## src/rtl/modmul_2011_seq_pkg.sv

```systemverilog
// Shared constants, FSM state type, operand payload and digit helper for the
// mod-2011 channel multiplier.
package mod2011_pkg;

  localparam int unsigned MODULUS    = 2011;
  localparam int unsigned OPERAND_W  = 11;
  localparam int unsigned DIGIT_W    = 3;
  localparam int unsigned NUM_DIGITS = 4;
  localparam int unsigned NUM_PAIRS  = 16;
  localparam int unsigned CNT_W      = 4;
  localparam int unsigned SUM_W      = OPERAND_W + 1;
  localparam int unsigned IDX_W      = 2;
  localparam int unsigned K_W        = 3;

  typedef enum logic [1:0] {
    IDLE = 2'd0,
    RUN  = 2'd1,
    DONE = 2'd2
  } state_e;

  // Captured operand pair
  typedef struct packed {
    logic [OPERAND_W-1:0] a;
    logic [OPERAND_W-1:0] b;
  } operands_t;

  // Digit idx of an operand; the top digit only has two real bits and
  // comes out zero-extended because the shift brings in zeros.
  function automatic logic [DIGIT_W-1:0] digit_of(input logic [OPERAND_W-1:0] operand,
                                                  input logic [IDX_W-1:0]     idx);
    logic [OPERAND_W-1:0] sh;
    sh = operand >> (DIGIT_W * 32'(idx));
    return sh[DIGIT_W-1:0];
  endfunction

endpackage

```

## src/rtl/modmul_2011_seq_if.sv

```systemverilog
// Operand/result handshake bundle for the mod-2011 multiplier.
//   master: operand source + result sink (drives in_*, abort, out_ready)
//   slave : the multiplier (drives in_ready, out_*, busy)
interface modmul_2011_seq_if;
  import mod2011_pkg::*;

  logic                 in_valid;
  logic                 in_ready;
  logic [OPERAND_W-1:0] in_a;
  logic [OPERAND_W-1:0] in_b;
  logic                 abort;
  logic                 out_valid;
  logic                 out_ready;
  logic [OPERAND_W-1:0] out_result;
  logic                 busy;

  modport master (
    output in_valid, in_a, in_b, abort, out_ready,
    input  in_ready, out_valid, out_result, busy
  );

  modport slave (
    input  in_valid, in_a, in_b, abort, out_ready,
    output in_ready, out_valid, out_result, busy
  );

endinterface

```

## src/rtl/modmul_2011_seq_mult.sv

```systemverilog
// Weighted 3x3 digit product: r = (da * db * 8^k) mod 2011, purely combinational.
// Ports: da, db digits; k weight exponent (0..6 used); r reduced term.
module mult_3x3_weighted
  import mod2011_pkg::*;
(
  input  logic [DIGIT_W-1:0]   da,
  input  logic [DIGIT_W-1:0]   db,
  input  logic [K_W-1:0]       k,
  output logic [OPERAND_W-1:0] r
);

  localparam int unsigned PROD_W = 2 * DIGIT_W;
  localparam int unsigned FULL_W = 17;

  logic [PROD_W-1:0]    prod;
  logic [OPERAND_W-1:0] w;
  logic [FULL_W-1:0]    full;

  // 8^k already reduced mod 2011, so every product stays within 17 bits
  // and the whole block flattens into a small LUT per weight.
  always_comb begin
    prod = PROD_W'(da) * PROD_W'(db);
    w    = 11'd0;
    unique case (k)
      3'd0: w = 11'd1;
      3'd1: w = 11'd8;
      3'd2: w = 11'd64;
      3'd3: w = 11'd512;
      3'd4: w = 11'd74;
      3'd5: w = 11'd592;
      3'd6: w = 11'd714;
      3'd7: w = 11'd1690;
      default: w = 11'd0;
    endcase
    full = FULL_W'(prod) * FULL_W'(w);
    r    = OPERAND_W'(full % FULL_W'(MODULUS));
  end

endmodule

```

## src/rtl/modmul_2011_seq.sv

```systemverilog
// Sequential (a*b) mod 2011: walks the 16 digit pairs one per cycle through a
// single weighted digit-product unit and accumulates with a mod-2011 adder.
// Ports: clk, rst_n (async active-low), bus (slave side of modmul_2011_seq_if).
module modmul_2011_seq
  import mod2011_pkg::*;
(
  input  logic               clk,
  input  logic               rst_n,
  modmul_2011_seq_if.slave   bus
);

  state_e               state_q;
  logic [CNT_W-1:0]     cnt_q;
  operands_t            ops_q;
  logic [OPERAND_W-1:0] acc_q;
  logic [OPERAND_W-1:0] acc_d;
  logic [OPERAND_W-1:0] out_result_q;
  logic                 out_valid_q;
  logic                 in_ready_q;
  logic                 busy_q;

  logic [DIGIT_W-1:0]   da;
  logic [DIGIT_W-1:0]   db;
  logic [K_W-1:0]       k;
  logic [OPERAND_W-1:0] term;
  logic [SUM_W-1:0]     sum;

  // Pair selection: i = cnt[3:2], j = cnt[1:0], weight k = i + j
  always_comb begin
    da = digit_of(ops_q.a, cnt_q[3:2]);
    db = digit_of(ops_q.b, cnt_q[1:0]);
    k  = K_W'(cnt_q[3:2]) + K_W'(cnt_q[1:0]);
  end

  mult_3x3_weighted u_mult (
    .da (da),
    .db (db),
    .k  (k),
    .r  (term)
  );

  // acc and term are both < 2011, so one conditional subtract reduces the sum
  always_comb begin
    sum   = SUM_W'(acc_q) + SUM_W'(term);
    acc_d = (sum >= SUM_W'(MODULUS)) ? OPERAND_W'(sum - SUM_W'(MODULUS))
                                     : OPERAND_W'(sum);
  end

  // Controller FSM with registered handshake outputs
  always_ff @(posedge clk or negedge rst_n) begin
    if (!rst_n) begin
      state_q      <= IDLE;
      cnt_q        <= '0;
      ops_q        <= '0;
      acc_q        <= '0;
      out_result_q <= '0;
      out_valid_q  <= 1'b0;
      in_ready_q   <= 1'b1;
      busy_q       <= 1'b0;
    end else begin
      unique case (state_q)
        IDLE: begin
          // abort wins over a simultaneous in_valid
          if (!bus.abort && bus.in_valid) begin
            ops_q      <= '{a: bus.in_a, b: bus.in_b};
            acc_q      <= '0;
            cnt_q      <= '0;
            in_ready_q <= 1'b0;
            busy_q     <= 1'b1;
            state_q    <= RUN;
          end
        end
        RUN: begin
          if (bus.abort) begin
            acc_q      <= '0;
            cnt_q      <= '0;
            in_ready_q <= 1'b1;
            busy_q     <= 1'b0;
            state_q    <= IDLE;
          end else begin
            acc_q <= acc_d;
            cnt_q <= cnt_q + CNT_W'(1);
            if (cnt_q == CNT_W'(NUM_PAIRS - 1)) begin
              out_result_q <= acc_d;
              out_valid_q  <= 1'b1;
              state_q      <= DONE;
            end
          end
        end
        DONE: begin
          if (bus.abort) begin
            acc_q       <= '0;
            out_valid_q <= 1'b0;
            in_ready_q  <= 1'b1;
            busy_q      <= 1'b0;
            state_q     <= IDLE;
          end else if (bus.out_ready) begin
            out_valid_q <= 1'b0;
            in_ready_q  <= 1'b1;
            busy_q      <= 1'b0;
            state_q     <= IDLE;
          end
        end
        default: begin
          state_q     <= IDLE;
          out_valid_q <= 1'b0;
          in_ready_q  <= 1'b1;
          busy_q      <= 1'b0;
        end
      endcase
    end
  end

  assign bus.in_ready   = in_ready_q;
  assign bus.out_valid  = out_valid_q;
  assign bus.out_result = out_result_q;
  assign bus.busy       = busy_q;

endmodule

```

## src/flat_wrapper.sv

```systemverilog
// flat-port wrapper written by rule: the top's interface ports become plain ports
module modmul_2011_seq_flat import mod2011_pkg::*;
  (clk, rst_n, bus_in_valid, bus_in_a, bus_in_b, bus_abort, bus_out_ready, bus_in_ready, bus_out_valid, bus_out_result, bus_busy);
  modmul_2011_seq_if bus_i ();
  input  logic clk;
  input  logic rst_n;
  input wire logic [$bits(bus_i.in_valid)-1:0] bus_in_valid;
  input wire logic [$bits(bus_i.in_a)-1:0] bus_in_a;
  input wire logic [$bits(bus_i.in_b)-1:0] bus_in_b;
  input wire logic [$bits(bus_i.abort)-1:0] bus_abort;
  input wire logic [$bits(bus_i.out_ready)-1:0] bus_out_ready;
  output wire logic [$bits(bus_i.in_ready)-1:0] bus_in_ready;
  output wire logic [$bits(bus_i.out_valid)-1:0] bus_out_valid;
  output wire logic [$bits(bus_i.out_result)-1:0] bus_out_result;
  output wire logic [$bits(bus_i.busy)-1:0] bus_busy;
  assign bus_i.in_valid = bus_in_valid;
  assign bus_i.in_a = bus_in_a;
  assign bus_i.in_b = bus_in_b;
  assign bus_i.abort = bus_abort;
  assign bus_i.out_ready = bus_out_ready;
  assign bus_in_ready = bus_i.in_ready;
  assign bus_out_valid = bus_i.out_valid;
  assign bus_out_result = bus_i.out_result;
  assign bus_busy = bus_i.busy;
  modmul_2011_seq u_core (.clk(clk), .rst_n(rst_n), .bus(bus_i));
endmodule
```

## config.mk

```make
export PLATFORM = sky130hd
export DESIGN_NAME = modmul_2011_seq_flat
export DESIGN_NICKNAME = d
export VERILOG_FILES = /design/src/rtl/modmul_2011_seq_pkg.sv /design/src/rtl/modmul_2011_seq_if.sv /design/src/rtl/modmul_2011_seq_mult.sv /design/src/rtl/modmul_2011_seq.sv /design/src/flat_wrapper.sv
export SDC_FILE = /design/constraint.sdc
export NUM_CORES = 1
export LEC_CHECK = 0
export CAP_MARGIN = 20
export CORE_MARGIN = 8
export CORE_UTILIZATION = 40
export CTS_CLUSTER_DIAMETER = 150
export DETAILED_ROUTE_END_ITERATION = 10
export PLACE_DENSITY = 0.68
export SLEW_MARGIN = 40
export SYNTH_ARGS = -nofsm -noshare
export SYNTH_HDL_FRONTEND = slang
export SYNTH_HIERARCHICAL = 1
export SYNTH_SLANG_ARGS = --single-unit
```

## constraint.sdc

```tcl
create_clock -name clk -period 15.28 [get_ports clk]
set_clock_uncertainty 0.05 [all_clocks]
set_input_delay 3.056 -clock clk [delete_from_list [all_inputs] [get_ports clk]]
set_output_delay 3.056 -clock clk [all_outputs]
set_load 0.05 [all_outputs]
```

# Word-level counts from Yosys, hierarchy flattened
# Memories as Yosys holds them, arrays and structs flattened.
# Cells that the tools add are included.
[totals] register_bits=53 rom_bits=64 output_inout_bits=14 word_cells=73 mem_count=1 latchBits=0 ramBits=0
[memory_table] name="(name not given)" depth=8 width=8 read_ports=1 rd_ports_with_merged_regs=0 wr=0 line="modmul_2011_seq_mult.sv:24" source="unique case (k)"
[op_classes] order_cmp=1 n_div=1 shift=2 n_addsub=4 n_eq_ne=10 n_bitwise=2 n_mul=4 muxes=27 reduce_logical=12
[op_table] operator="$mux W11" count=4
[op_table] operator="$pmux W11 S3" count=1
[op_table] operator="$shr A11 B4 Y3" count=2
[op_table] operator="$mod A17 B11 Y17 const B" count=1
[op_table] operator="$mul A6 B11 Y17" count=1
[op_table] operator="$add A11 B11 Y12" count=1
[op_table] operator="$ge A12 B11 Y1 const B" count=1
[op_table] operator="$reduce_and A3 Y1" count=4
[op_table] operator="$sub A11 B11 Y11 const B" count=1
[op_table] operator="$mux W1" count=10
[op_table] operator="$mux W2" count=5
[op_table] operator="$pmux W1 S3" count=3
[op_table] operator="$mul A2 B2 Y4 const A" count=2
[op_table] operator="$mux W4" count=2
[op_table] operator="$pmux W4 S2" count=1
[op_table] operator="$mul A3 B3 Y6" count=1
[op_table] operator="$ne A2 B2 Y1 const B" count=3
[op_table] operator="$pmux W2 S3" count=1
[op_table] operator="$add A4 B1 Y4 const B" count=1
[op_table] operator="$eq A4 B4 Y1 const B" count=1
[op_table] operator="$ne A2 B1 Y1 const B" count=2
[op_table] operator="$reduce_and A2 Y1" count=2
[op_table] operator="$reduce_and A4 Y1" count=1
[op_table] operator="$add A2 B2 Y3" count=1
[op_table] operator="other kinds (10)" count=11

# Depth between registers and ports, before layout
# Gate-level depths: netlist (run 1).
[logic_depth] word_depth=10 ltp_mapped=59 ltp_nobuf=52

# By module
# Netlist (run 1), hierarchy kept.
[modules_own_cells] module="mult_3x3_weighted" cells_per_inst=815 seq_area_each_um2=0.0 instances=1 area_per_inst_um2=5876.9
[modules_own_cells] module="modmul_2011_seq" cells_per_inst=355 seq_area_each_um2=1327.5 instances=1 area_per_inst_um2=3457.1

# Worst setup path before layout (run 1)
# Ideal clock, no wire load.
[synth_path] path_type="reg2reg" start="register u_core.cnt_q[2]" end="register u_core.acc_q[3]" setup_time_ps=126 period_less_slack_ps=13635 path_slack_ps=1645 stages_incl_launch_ff=55 t_required_ps=15104 t_arrival_ps=13459 path_cell_list="dfrtp_1 > clkbuf_1 > mux4_2 > nand2_1 > fa_1 > inv_1 > ha_1 > fa_1 > xnor2_1 > nor2_1 > ha_1 > inv_1 > fa_1 > inv_1 > fa_1 > ha_1 > buf_2 > a21oi_1 > (+19 left out) > nor2_1 > o21ai_0 > o221ai_1 > nand2b_1 > or3b_1 > a311o_1 > and3_1 > a21oi_1 > mux2_1 > fa_1 > ha_1 > inv_1 > a22o_1 > a211oi_1 > a21oi_1 > a311oi_4 > nand2_4 > a311o_1"
[synth_via] elab_chain_len=10
[synth_rtl] element="from (decl)" line="modmul_2011_seq.sv:13" source="logic [CNT_W-1:0] cnt_q;"
[synth_rtl] element="from (signal assigned)" line="modmul_2011_seq.sv:82" source="cnt_q <= cnt_q + CNT_W'(1);"
[synth_rtl] element="$mul A2 B2 Y4 (*)" line="modmul_2011_seq_pkg.sv:32" source="sh = operand >> (DIGIT_W * 32'(idx));"
[synth_rtl] element="$shr A11 B4 Y3 (*)" line="modmul_2011_seq_pkg.sv:32"
[synth_rtl] element="named net u_core.da[0]" line="modmul_2011_seq.sv:22" source="logic [DIGIT_W-1:0] da;"
[synth_rtl] element="$mul A3 B3 Y6 (*)" line="modmul_2011_seq_mult.sv:22" source="prod = PROD_W'(da) * PROD_W'(db);"
[synth_rtl] element="$mul A6 B11 Y17 (*)" line="modmul_2011_seq_mult.sv:35" source="full = FULL_W'(prod) * FULL_W'(w);"
[synth_rtl] element="$mod A17 B11 Y17 (*)" line="modmul_2011_seq_mult.sv:36" source="r = OPERAND_W'(full % FULL_W'(MODULUS));"
[synth_rtl] element="named net u_core.term[1]" line="modmul_2011_seq.sv:25" source="logic [OPERAND_W-1:0] term;"
[synth_rtl] element="$add A11 B11 Y12 (*)" line="modmul_2011_seq.sv:44" source="sum = SUM_W'(acc_q) + SUM_W'(term);"
[synth_rtl] element="$sub A11 B11 Y11 / $ge A12 B11 Y1 (equally long branches)" line="modmul_2011_seq.sv:45" source="acc_d = (sum >= SUM_W'(MODULUS)) ? OPERAND_W'(sum - SUM_W'(MODULUS))"
[synth_rtl] element="$mux W11 (*)" line="modmul_2011_seq.sv:45"
[synth_rtl] element="$mux W11 (*)" line="modmul_2011_seq.sv:74" source="if (bus.abort) begin"
[synth_rtl] element="$pmux W11 S3 (*)" line="modmul_2011_seq.sv:61" source="unique case (state_q)"
[synth_rtl] element="to (signal assigned)" line="modmul_2011_seq.sv:66" source="acc_q <= '0;"
[synth_rtl] element="to (signal assigned)" line="modmul_2011_seq.sv:75" source="acc_q <= '0;"
[synth_rtl] element="to (signal assigned)" line="modmul_2011_seq.sv:81" source="acc_q <= acc_d;"
[synth_rtl] element="to (decl)" line="modmul_2011_seq.sv:15" source="logic [OPERAND_W-1:0] acc_q;"
# The timed path passes the listed nets; every way through them passes the cells marked *.
# A chain may end at the register's enable or synchronous reset.

# Worst setup path in the final report (run 1)
[layout_path] start="register u_core.cnt_q[2]" end="register u_core.out_result_q[1] (netlist: u_core/bus.out_result[1])"
[layout_via] elab_chain_len=8
[layout_rtl] element="$mul A2 B2 Y4 (*)" line="modmul_2011_seq_pkg.sv:32"
[layout_rtl] element="$shr A11 B4 Y3 (*)" line="modmul_2011_seq_pkg.sv:32"
[layout_rtl] element="named net u_core.da[1]" line="modmul_2011_seq.sv:22"
[layout_rtl] element="$mul A3 B3 Y6 (*)" line="modmul_2011_seq_mult.sv:22"
[layout_rtl] element="$mul A6 B11 Y17 (*)" line="modmul_2011_seq_mult.sv:35"
[layout_rtl] element="$mod A17 B11 Y17 (*)" line="modmul_2011_seq_mult.sv:36"
[layout_rtl] element="named net u_core.term[1]" line="modmul_2011_seq.sv:25"
[layout_rtl] element="$add A11 B11 Y12 (*)" line="modmul_2011_seq.sv:44"
[layout_rtl] element="$sub A11 B11 Y11 / $ge A12 B11 Y1 (equally long branches)" line="modmul_2011_seq.sv:45"
[layout_rtl] element="$mux W11 (*)" line="modmul_2011_seq.sv:45"
[layout_rtl] element="to (signal assigned)" line="modmul_2011_seq.sv:56" source="out_result_q <= '0;"
[layout_rtl] element="to (signal assigned)" line="modmul_2011_seq.sv:84" source="out_result_q <= acc_d;"
[layout_rtl] element="to (decl)" line="modmul_2011_seq.sv:17" source="logic [OPERAND_W-1:0] out_result_q;"
# Marked as above.

==> results of run 1 <==
[placed cells by master, fill, tap and decap left out, types with 6 or more instances in the layout]
cell               n
nand2b_1          16
a22oi_1            6
a21oi_2            6
and2_1            29
a21o_1            20
nand3_1           51
o21ai_0           51
dfrtp_1           48
buf_4             32
ha_1              63
o211a_1            7
nor3_1            32
o31ai_1            6
xnor2_1           34
fa_1              23
mux2i_1           17
nor4_1            12
a211oi_1          15
a31oi_1           12
or3_1             16
nand4_1           13
o21ai_1           18
nor2_1           100
and3_1            30
mux2_2            27
o211ai_1          14
nand2_1           88
a21oi_1           54
inv_1             64
a221oi_1           6
o21a_1            13
clkdlybuf4s50_1   39
a211o_1            6
o2111ai_1          6
xor2_1            16
[registers in the layout, summed over array words and instances, names as in the netlist]
signal / cells
u_core/ops_q: 22
u_core/acc_q: 11
u_core/bus.out_result: 11
u_core/cnt_q: 4
u_core/state_q: 2
u_core/bus.busy: 1
u_core/bus.in_ready: 1
u_core/bus.out_valid: 1
[critical path: cells and delay by family (launching register included)]
family          cells  cell delay, ns
mux                 3            1.27
buf+inv             6            0.64
simple gates       11            2.22
xor+xnor            2            0.56
compound gates     19            5.10
fa+ha+maj          10            4.07
flops               1            0.49
[cell type report]
class | count | area share [%]
clock buffers | 6 | 1.241
clock inverters | 2 | 0.3734
inverters | 64 | 2.312
multi-input cells | 994 | 73.29
flip-flops and latches | 53 | 12.83
well taps | 319 | 3.842
repair buffers | 72 | 6.118
[per-stage QoR]
step	TNS, ns	setup slack, ns	power, uW	utilization [%]
finish	0	0.7633	1115	44.79
global route	-0.1565	-0.04817	1206	44.79
CTS	0	0.1338	1097	44.21
detailed placement	0	0.1821	964.5	43.48
global placement	0	0.5753	954.6	43.42
floorplan	0	1.645	780.8	-
[per-layer routing]
metal | vias up | wire (um) | track usage [%]
li1 | 4440 | - | -
met1 | 4329 | 11430 | 22.60
met2 | 273 | 11730 | 28.81
met3 | 32 | 1211 | 1.468
met4 | 0 | 394 | 4.620
met5 | - | 0 | 0
[worst max path at each step]
stage | slack (ns) | end | startpoint | depth (start not counted)
3_5_place_dp | 0.18 | u_core/acc_q[3] | u_core/cnt_q[2] | 48
2_1_floorplan | 1.64 | u_core/acc_q[3] | u_core/cnt_q[2] | 54
4_1_cts | 0.13 | u_core/bus.out_result[1] | u_core/cnt_q[2] | 49
5_1_grt | -0.05 | u_core/bus.out_result[1] | u_core/cnt_q[3] | 52
6_report | 0.76 | u_core/bus.out_result[1] | u_core/cnt_q[2] | 51
3_3_place_gp | 0.58 | u_core/bus.out_result[1] | u_core/cnt_q[2] | 49
[timing repair]
| action | CTS | global route |
|---|---|---|
| hold endpoints to repair | 0 | 0 |
| buffers inserted | 0 | 3 |
| hold buffers | 0 | 0 |
| resized for setup | 0 | 25 |
| endpoints found under the setup margin | 0 | 22 |
[cell families (layout without fill, tap and decap cells)]
family,Yosys count,count (layout),share of synthesized area (%)
simple gates,445,445,24.77
mux,50,50,6.273
flops,53,53,14.22
compound gates,352,352,29.72
buf+inv,123,144,5.576
fa+ha+maj,90,90,13.85
xor+xnor,57,57,5.590
[where the power goes]
group | total, uW | internal, uW | switching (uW) | leakage [uW]
clock network | 128 | 77.7 | 50.7 | 0.0000810
registers | 180 | 163 | 17.3 | 0.000672
logic | 806 | 299 | 508 | 0.00366
total | 1120 | 539 | 576 | 0.00441
==> impl_metrics.csv, run 1 <==
group,metric,value,unit
synthesis,synth.most_common_cell,"nor2_1",
clock_network,cts_buffers,5,
setup_path,max_stage_delay,0.57,ns
global_routing,grt_pass1_wl,41.61,mm
clock_network,cts_max_path_buffers,2,
detailed_routing,vias_per_cell,6.009,
synthesis,yosys.area.top_type,"dfrtp_1",
global_routing,grt_pass1_vias,8649,
sta,fmax,68.89,MHz
floorplan,boundaryPins,41,
placement,gp_congestion,0.9628,
hold_path,worstHoldPathCells,2,
hold_path,min_from,"u_core/bus.out_result[9]",
placement,dp_hpwl,19.36,mm
clock_network,clkSinkCount,53,
synthesis,yosys_most_used_dff,"dfrtp_1",
setup_path,r2r_setup_slack,0.76,ns
setup_path,critPathLaunchType,"register",
layout,nFillCells,2279,
detailed_routing,wl_per_cell,16.40,um
layout,num_antenna_cells,0,
setup_path,r2r-end,"u_core/bus.out_result[1]",
synthesis,ys_types,120,
detailed_routing,drt_iter0_markers,634,
global_routing,grt_usage,16.93,%
sta,fin_hold_ws,0.4488,ns
clock_network,clkTransAtPathRegs,0.07,ns
global_routing,grt_max_degree,54,
clock_network,clk_latency,0.29,ns
detailed_routing,vias,9074,
synthesis,syn_inst,1170,
synthesis,syn_area,0.009334,mm2
placement,io_buffers,40,
floorplan,die_h,168.8,um
synthesis,syn-num-nets,1284,
layout,drive_gt1_share,13.60,%
sta,slew_headroom,38.94,%
synthesis,synth-edff-count,0,
hold_path,holdPathEnd,"u_core/bus.out_result[9]",
setup_path,cp_data_arrival_time,14.63,ns
setup_path,timing.rr.start,"u_core/cnt_q[2]",
detailed_routing,drtPass1Iterations,7,
floorplan,rows,56,
synthesis,synth.top_cells.by_count,"nor2_1, nand2_1, ha_1, inv_1, a21oi_1",
synthesis,ys_async_sr_fraction,100.0,%
clock_network,cts_tree,"yes",
global_routing,grt-ovfl-total,0,
sta,min_period,14.52,ns
floorplan,core_area,0.02319,mm2
layout,stdcell_area,0.01039,mm2
synthesis,synth-seq-area-share,14.22,%
setup_path,cp-end-kind,"register",
setup_path,critPathKind,"reg -> reg",
setup_path,critPathRequiredTime,15.40,ns
sta,finalSetupViolCount,0,
synthesis,yosysTopAreaCellShare,13.94,%
setup_path,r2r_cells,51,
synthesis,syn_avg_cell_area,7.978,um2
detailed_routing,totalWireLength,24.76,mm
power_and_ir_drop,max-vdd-ir-drop,0.1035,mV
power_and_ir_drop,power_density,107.3,mW/mm2
clock_network,clockRootBuffer,"clkbuf_16",
sta,finalCritPeriodShare,95.00,%
layout,final_cells,1510,
global_routing,antenna_found_initial,0,
floorplan,die_area,0.02848,mm2
sta,tightest_slew,0.9094,ns
layout,syn2layout_area_growth,11.30,%
clock_network,htreeDepth,2,
detailed_routing,antenna_left,0,
sta,maxSlewViolCount,0,
synthesis,synthTopCellsByArea,"dfrtp_1, ha_1, fa_1",
detailed_routing,drcViolationCount,0,
floorplan,initial_core_util,40.25,%
layout,multi_input_area,0.007614,mm2
setup_path,crit_path_max_fanout,10,
setup_path,critPathSlowestCell,"mux4_2",
outcome,outcome,"finished clean",
floorplan,die_w,168.8,um
placement,place_area,0.01008,mm2
power_and_ir_drop,p_leak,0.004413,uW
sta,final_hold_viol_count,0,
layout,fin_nets,1304,
placement,dp_cells,1499,
flow_run,cap_viol_max_count,0,
layout,register_area,0.001333,mm2
synthesis,ys_ff_latch,53,
hold_path,hp-class,"reg -> reg",
synthesis,ys_warn_count,6,
Power figures use the tool's default switching activity.
==> run 2: changes to the inputs <==
--- a/config.mk
+++ b/config.mk
@@ -10,6 +10,7 @@
 export CORE_UTILIZATION = 40
 export CTS_CLUSTER_DIAMETER = 150
 export DETAILED_ROUTE_END_ITERATION = 10
+export MAX_ROUTING_LAYER = met4
 export PLACE_DENSITY = 0.68
 export SLEW_MARGIN = 40
 export SYNTH_ARGS = -nofsm -noshare
==> run 2 against run 1 <==
Compared with the run above: register-to-register slack improved by 0.09 ns; critical path type unchanged; die area did not move; non-clock buffer count rose by 7; cell area increased by 0.88%; first-iteration DRC count grew 2.7%; hold slack improved by 0.0096 ns; sequential cell count is the same; critical path depth down 1; combinational power about the same; power rose by 0.46%; via count hardly changed; largest power group unchanged; clock power about the same.
==> impl_metrics.csv, run 2 (synthesized netlist as in run 1, its figures left out) <==
group,metric,value,unit
outcome,outcome,"finished clean",
layout,multi_input_area,0.007647,mm2
floorplan,boundaryPins,41,
setup_path,critPathKind,"reg -> reg",
sta,finalCritPeriodShare,94.39,%
sta,fmax,69.33,MHz
detailed_routing,drtPass1Iterations,5,
global_routing,grt_pass1_wl,41.60,mm
power_and_ir_drop,comb_power_share,72.2,%
hold_path,hp-class,"reg -> reg",
setup_path,critPathSlowestCell,"mux4_2",
global_routing,grt-ovfl-total,0,
floorplan,core_area,0.02319,mm2
detailed_routing,vias_per_cell,5.979,
power_and_ir_drop,pwr-share-seq,16.1,%
clock_network,clk_latency,0.29,ns
layout,num_antenna_cells,0,
setup_path,r2r_cells,50,
detailed_routing,wl_per_cell,16.44,um
setup_path,critPathRequiredTime,15.40,ns
setup_path,cp.buffers_inverters,5,
layout,final_common_cell,"nor2_1",
power_and_ir_drop,pwr-share-clk,11.6,%
sta,min_period,14.42,ns
power_and_ir_drop,switchingPower,575.2,uW
layout,drive_gt1_share,14.36,%
floorplan,initial_core_util,40.25,%
layout,fin_nets,1311,
setup_path,cpLargestDelayFamily,"compound AO/OA/AOI/OAI gates",
hold_path,worstHoldPathCells,2,
placement,gp_congestion,0.9601,
layout,stdcell_area,0.01048,mm2
flow_run,cap_viol_max_count,0,
power_and_ir_drop,power_density,106.9,mW/mm2
layout,top_register,"u_core/ops_q",
setup_path,critPathLaunchType,"register",
sta,tightest_slew,0.8187,ns
power_and_ir_drop,p_leak,0.004426,uW
detailed_routing,vias,9070,
global_routing,antenna_found_initial,0,
layout,nFillCells,2290,
placement,dp_hpwl,19.36,mm
setup_path,crit_path_max_fanout,10,
detailed_routing,antenna_left,0,
sta,finalSetupViolCount,0,
global_routing,grt_max_degree,54,
placement,io_buffers,40,
clock_network,clkTransAtPathRegs,0.07,ns
layout,register_area,0.001333,mm2
layout,largest_reg_flops,22,
sta,tns,0,ns
power_and_ir_drop,p_int,545.1,uW
floorplan,die_w,168.8,um
setup_path,worst-path-stages,50,
detailed_routing,totalWireLength,24.94,mm
power_and_ir_drop,p_sw_share,51.34,%
clock_network,cts_hold_buf,0,
sta,final_hold_viol_count,0,
power_and_ir_drop,max-vdd-ir-drop,0.08609,mV
clock_network,cts_max_path_buffers,2,
clock_network,htreeDepth,2,
detailed_routing,drcViolationCount,0,
sta,slew_headroom,45.03,%
setup_path,cp_data_arrival_time,14.54,ns
floorplan,rows,56,
detailed_routing,drt_iter0_markers,651,
setup_path,max_stage_delay,0.58,ns
clock_network,clkSinkCount,53,
layout,final_cell_mix,"nor2_1, nand2_1, inv_1, ha_1, a21oi_1",
floorplan,die_area,0.02848,mm2
sta,maxSlewViolCount,0,
placement,place_area,0.01011,mm2
global_routing,grt_pass1_vias,8704,
global_routing,grt_usage,17.45,%
clock_network,clockRootBuffer,"clkbuf_16",
floorplan,die_h,168.8,um
setup_path,cp-end-kind,"register",
clock_network,cts_buffers,5,
clock_network,cts_tree,"yes",
layout,syn2layout_area_growth,12.28,%
==> run 2: power by group through the flow <==
stage	Combinational (uW)	Clock [uW]	Sequential (uW)
floorplan	604	0	177
global placement	775	0	183
detailed placement	779	0	183
CTS	784	135	181
global route	889	141	184
finish	809	130	181
==> run 2: worst min-delay path: stages (launching register included) <==
cell,delay (ns)
dfrtp_1,0.35
nand2_1,0.05
o21ai_1,0.07
==> run 2: worst paths after layout <==
path / startpoint / end / slack [ns]
worst max-delay path: u_core/cnt_q[2] / u_core/bus.out_result[1] / 0.86
worst min-delay path: u_core/bus.out_result[10] / u_core/bus.out_result[10] / 0.46
worst max register to register: u_core/cnt_q[2] / u_core/bus.out_result[1] / 0.86
worst min register to register: u_core/bus.out_result[10] / u_core/bus.out_result[10] / 0.46
max in group asynchronous: rst_n / u_core/cnt_q[0] / 11.86
min in group asynchronous: rst_n / u_core/bus.out_result[10] / 2.83
==> run 2: area by class of cell <==
class / instances / share of cell area [%]
multi-input combinational: 994 / 72.97
sequential: 53 / 12.71
timing repair buffer: 79 / 6.566
tap: 319 / 3.808
inverter: 64 / 2.292
clock buffer: 7 / 1.361
clock inverter: 1 / 0.2865
==> run 2: through the flow <==
stage / setup WS (ns) / utilization, % / power, uW / cells / hold slack, ns
detailed placement: 0.3010 / 43.61 / 962.1 / 1503 / 0.4308
global placement: 0.6003 / 43.55 / 957.9 / 1503 / 0.4239
CTS: 0.2296 / 44.36 / 1099 / 1511 / 0.4630
finish: 0.8570 / 45.19 / 1120 / 1517 / 0.4584
global route: -0.06428 / 45.19 / 1214 / 1517 / 0.4715
floorplan: 1.645 / - / 780.8 / 1170 / 0.4063
==> run 2: per-layer routing <==
metal	vias up	global-route usage (%)	wire length (um)
met4	0	5.939	471
met5	-	-	0
met2	287	28.75	11790
met1	4290	22.35	11600
met3	39	1.328	1070
li1	4454	-	-
==> run 2: what timing repair did <==
action | CTS | global route
endpoints found under the setup margin | 0 | 22
resized for setup | 0 | 33
endpoints found under the hold margin | 0 | 0
buffers inserted | 0 | 6
